### src/rtl/sl_tx_arbiter.sv
// Two-requester arbiter and launch sequencer for the shared SL transmitter,
// with programmable inter-word gap and a completion watchdog.
module sl_tx_arbiter #(
    parameter int DATA_W = 32,
    parameter int GAP_W  = 8,
    parameter int TO_W   = 12
) (
    input  logic              clk,
    input  logic              rst_n,
    input  logic              req0,
    input  logic [DATA_W-1:0] data0,
    output logic              ack0,
    input  logic              req1,
    input  logic [DATA_W-1:0] data1,
    output logic              ack1,
    input  logic              cfg_en,
    input  logic              cfg_prio,
    input  logic [GAP_W-1:0]  cfg_gap,
    input  logic              err_clr,
    output logic              tx_start,
    output logic [DATA_W-1:0] tx_data,
    input  logic              tx_done,
    output logic              owner,
    output logic              busy,
    output logic              err
);

    typedef enum logic [1:0] {IDLE, SEND, GAP} state_t;

    // Last watchdog count before the 2^TO_W-1 limit is reached.
    localparam logic [TO_W-1:0] WD_LAST = {{(TO_W-1){1'b1}}, 1'b0};

    state_t            state;
    logic [TO_W-1:0]   wd_cnt;
    logic [GAP_W-1:0]  gap_cnt;
    logic              last;
    logic              pick1;
    logic              done_ok;
    logic              wd_hit;

    always_comb begin
        pick1 = 1'b0;
        if (req1 && !req0)
            pick1 = 1'b1;
        else if (req0 && req1 && !cfg_prio)
            pick1 = ~last;
    end

    // A done pulse coinciding with the launch belongs to no word yet.
    assign done_ok = tx_done && !tx_start;
    assign wd_hit  = (wd_cnt == WD_LAST);
    assign busy    = (state != IDLE);

    always_ff @(posedge clk or negedge rst_n) begin
        if (!rst_n) begin
            state    <= IDLE;
            wd_cnt   <= '0;
            gap_cnt  <= '0;
            last     <= 1'b1;
            ack0     <= 1'b0;
            ack1     <= 1'b0;
            tx_start <= 1'b0;
            tx_data  <= '0;
            owner    <= 1'b0;
            err      <= 1'b0;
        end else begin
            ack0     <= 1'b0;
            ack1     <= 1'b0;
            tx_start <= 1'b0;
            if (err_clr)
                err <= 1'b0;
            case (state)
                IDLE: begin
                    if (cfg_en && (req0 || req1)) begin
                        ack0     <= ~pick1;
                        ack1     <= pick1;
                        tx_start <= 1'b1;
                        tx_data  <= pick1 ? data1 : data0;
                        owner    <= pick1;
                        last     <= pick1;
                        wd_cnt   <= '0;
                        state    <= SEND;
                    end
                end
                SEND: begin
                    wd_cnt <= wd_cnt + TO_W'(1);
                    if (done_ok || wd_hit) begin
                        if (!done_ok)
                            err <= 1'b1;
                        if (cfg_gap != '0) begin
                            gap_cnt <= cfg_gap;
                            state   <= GAP;
                        end else begin
                            state <= IDLE;
                        end
                    end
                end
                GAP: begin
                    gap_cnt <= gap_cnt - GAP_W'(1);
                    if (gap_cnt == GAP_W'(1))
                        state <= IDLE;
                end
                default: state <= IDLE;
            endcase
        end
    end

endmodule
### config.mk
export PLATFORM = sky130hd
export DESIGN_NAME = sl_tx_arbiter
export DESIGN_NICKNAME = d
export VERILOG_FILES = /design/src/rtl/sl_tx_arbiter.sv
export SDC_FILE = /design/constraint.sdc
export NUM_CORES = 1
export LEC_CHECK = 0
export ABC_AREA = 1
export ABC_CLOCK_PERIOD_IN_PS = 1800
export CORE_MARGIN = 2
export CORE_UTILIZATION = 30
export CTS_BUF_LIST = sky130_fd_sc_hd__clkbuf_2
export CTS_CLUSTER_DIAMETER = 200
export DETAILED_ROUTE_END_ITERATION = 16
export GPL_TIMING_DRIVEN = 0
export PLACE_DENSITY = 0.55
export SLEW_MARGIN = 20
export SYNTH_ARGS = -nofsm -noshare
export SYNTH_HDL_FRONTEND = slang
export SYNTH_SLANG_ARGS = --single-unit
### constraint.sdc
create_clock -name clk -period 1.8 [get_ports clk]
set_clock_uncertainty 0.1 [all_clocks]
set_input_delay 0.18 -clock clk [delete_from_list [all_inputs] [get_ports clk]]
set_output_delay 0.18 -clock clk [all_outputs]
set_load 0.05 [all_outputs]
==> metrics <==
gr ovfl total 0; Fmax slightly below 0.6 GHz; CP arrival 1430 ps; antenna violations before repair 0; simple-gate share of the synthesized area about a third; post-synthesis compound-gate area fraction 7.24%; Worst Path Max Fanout 2; Synth Flop Type dfrtp_1; Setup Viol. Count Final 0; vias per cell around 4.4; Post-synth EDFFs 0; xor-xnor portion of the synthesized cell area 0.859%; H-tree depth 3; worst slack, placed -68.2 ps; Ys Warns 0; Global Route Usage Sum 17.1%; R2R depth 9; routed wire length between 8 and 9 mm; placed insts 646; Pwr Density 1500 nW/um^2; synth-to-layout area growth 45.8%; worst path cell trace dlygate4sd2_1; post-route ant nets 0; most frequent cells in the layout nand2_1 (173), clkdlybuf4s50_1 (78), dfrtp_1 (58), nand3_1 (36), inv_1 (25); Crit Path Category register to output port; CTS root buffer clkbuf_2; Core Area 9820 um^2; ANT cells 0; Synth area leader dfrtp_1; # fillers 1077; Pre-antenna DRT Iters 4; Hold Fails Final Rpt 0; Clock Tree Buf Depth 2; R2R Path Start wd_cnt[0]$_DFFE_PN0P_; crit-path leading delay family buffers and inverters; Slew Limit Fails 0; Avg WL per Cell 13.1 um; final worst setup slack 94.8 ps; flops & latches, synth 60; status finished clean; top post-synthesis cells by area dfrtp_1 (48%), nand2_1 (21%), nand3_1 (5.9%); GP Congestion 0.836; synthesized area 3060 um^2; Final nets slightly above 600; clock latency at the later pin of the worst-skew pair about 500 ps; vias approximately 3000; IO Port Bufs 117; DP HPWL around 6.5 mm; CTS buffer count 9; Worst-Margin Slew 597 ps; Worst VDD drop between 0.7 and 0.8 mV; Leakage Power 2.17 nW; startpoint type of the worst setup path register; pin count of the biggest net entering global routing 39; maxcap violations 0; Rows 36; Cells after Synth 395; Die Width 105 um; vias in the first global route 2995; post-synthesis adder-cell area fraction under 10%; first-pass GRT wire length about 15 mm; DRC Markers 0; post-route insts no fill 666; Synth top area share 48.3%; ys async rst share 100%; chip height 105 um; Worst Path Required 1520 ps; number of DRC markers in iteration 0 136; num ports 118; Synthesized Nets 479; fraction of layout cells with a size suffix above 1 a little over a tenth; most common cell after layout, fill and taps aside nand2_1; Hold/Removal Path Class primary input to asynchronous set/reset pin; period utilization 94.7%; Min Hold Slack roughly 47 ps; max incr delay on CP 550 ps; main combinational cell family by area after synthesis simple AND/OR/NAND/NOR gates; crit path capture type output port; relative slew slack between 60 and 70%; Worst-path clk slew roughly 200 ps; Worst path slowest cell dlygate4sd2_1; Synth cell types 29; multiplexer share of the synthesized area 0.327%; Mean Syn Cell Area a little under 8 um^2; clock net sink count 60; Total Die Area 11000 um^2; register area share after synthesis slightly below 50%; reg-to-reg endpoint gap_cnt[1]$_DFFE_PN0P_; Buf+Inv Stages, Crit Path 1; Period minus WS final 1710 ps; worst reg2reg setup slack 180 ps; CTS tree yes; Initial Utilization 31.2%
## sequential cells by signal (all words and copies together) (netlist names)
register / cells
tx_data: 32
gap_cnt: 8
ack0: 1
ack1: 1
tx_start: 1
owner: 1
state: 2
err: 1
last: 1
wd_cnt: 12
## how the worst max path moves through the flow
| stage | startpoint | end | depth (start not counted) |
|---|---|---|---|
| 6_report | tx_data[14]$_DFFE_PN0P_ | tx_data[14] | 1 |
| 5_1_grt | state[1]$_DFFE_PN0P_ | busy | 3 |
| 4_1_cts | state[1]$_DFFE_PN0P_ | busy | 3 |
| 3_5_place_dp | req1 | tx_data[21]$_DFFE_PN0P_ | 8 |
| 3_3_place_gp | rst_n | tx_data[21]$_DFFE_PN0P_ | 1 |
| 2_1_floorplan | state[1]$_DFFE_PN0P_ | wd_cnt[8]$_DFFE_PN0P_ | 7 |
## metrics by stage
stage | cell area (um^2) | util [%] | TNS [ps] | total power [mW]
global placement | 4400 | 44.8 | -101410 | 6.30
finish | 4460 | 45.4 | 0 | 6.69
floorplan | 3060 | - | 0 | 4.90
CTS | 4480 | 45.6 | -226 | 6.76
detailed placement | 4410 | 45.0 | -755 | 6.33
global route | 4460 | 45.4 | -1.46 | 7.25
## final cells by class
class	count	area, um^2	area share, %
Clock buffer	9	45.0	1.01
Buffer	12	96.3	2.16
Timing Repair Buffer	122	1150	25.8
Multi-Input combinational cell	295	1360	30.5
Inverter	28	105	2.36
Clock inverter	7	33.8	0.757
Tap cell	133	166	3.73
Sequential cell	60	1500	33.7
## report_power, final
group          internal [mW]  leakage [nW]  switching, mW
registers               1.86         0.765          0.336
clock network          0.161        0.0540          0.526
logic                   1.16          1.35           2.65
## cell families after synthesis
group	count (synthesis)
compound gates	37
xor+xnor	3
fa+ha+maj	4
buf+inv	40
flops	60
mux	1
simple gates	250
## per-layer routing
layer / global-route usage, % / wire, um / vias to the layer above
met5: 0 / 0 / -
met4: 5.71 / 124 / 0
met3: 7.42 / 846 / 10
met2: 26.7 / 3970 / 87
met1: 21.1 / 3760 / 1332
li1: - / - / 1513
## cell usage after synthesis, types with 3 or more instances
library cell,number
o22ai_1,3
o21ai_0,15
dfrtp_1,59
inv_2,3
a22oi_1,5
ha_1,4
a21oi_1,7
nor2_2,6
buf_4,7
inv_1,25
nor2_1,22
nand3_1,36
nand4_1,5
o21ai_1,3
nand2_1,173
buf_6,3
## timing repair
item / in CTS / in global routing
hold buffers: 3 / 0
gates resized for setup: 38 / 31
hold endpoints to repair: 59 / 0
endpoints found under the setup margin: 38 / 16
buffers inserted: 0 / 1
Note: power is estimated with default switching activity, not from simulation.
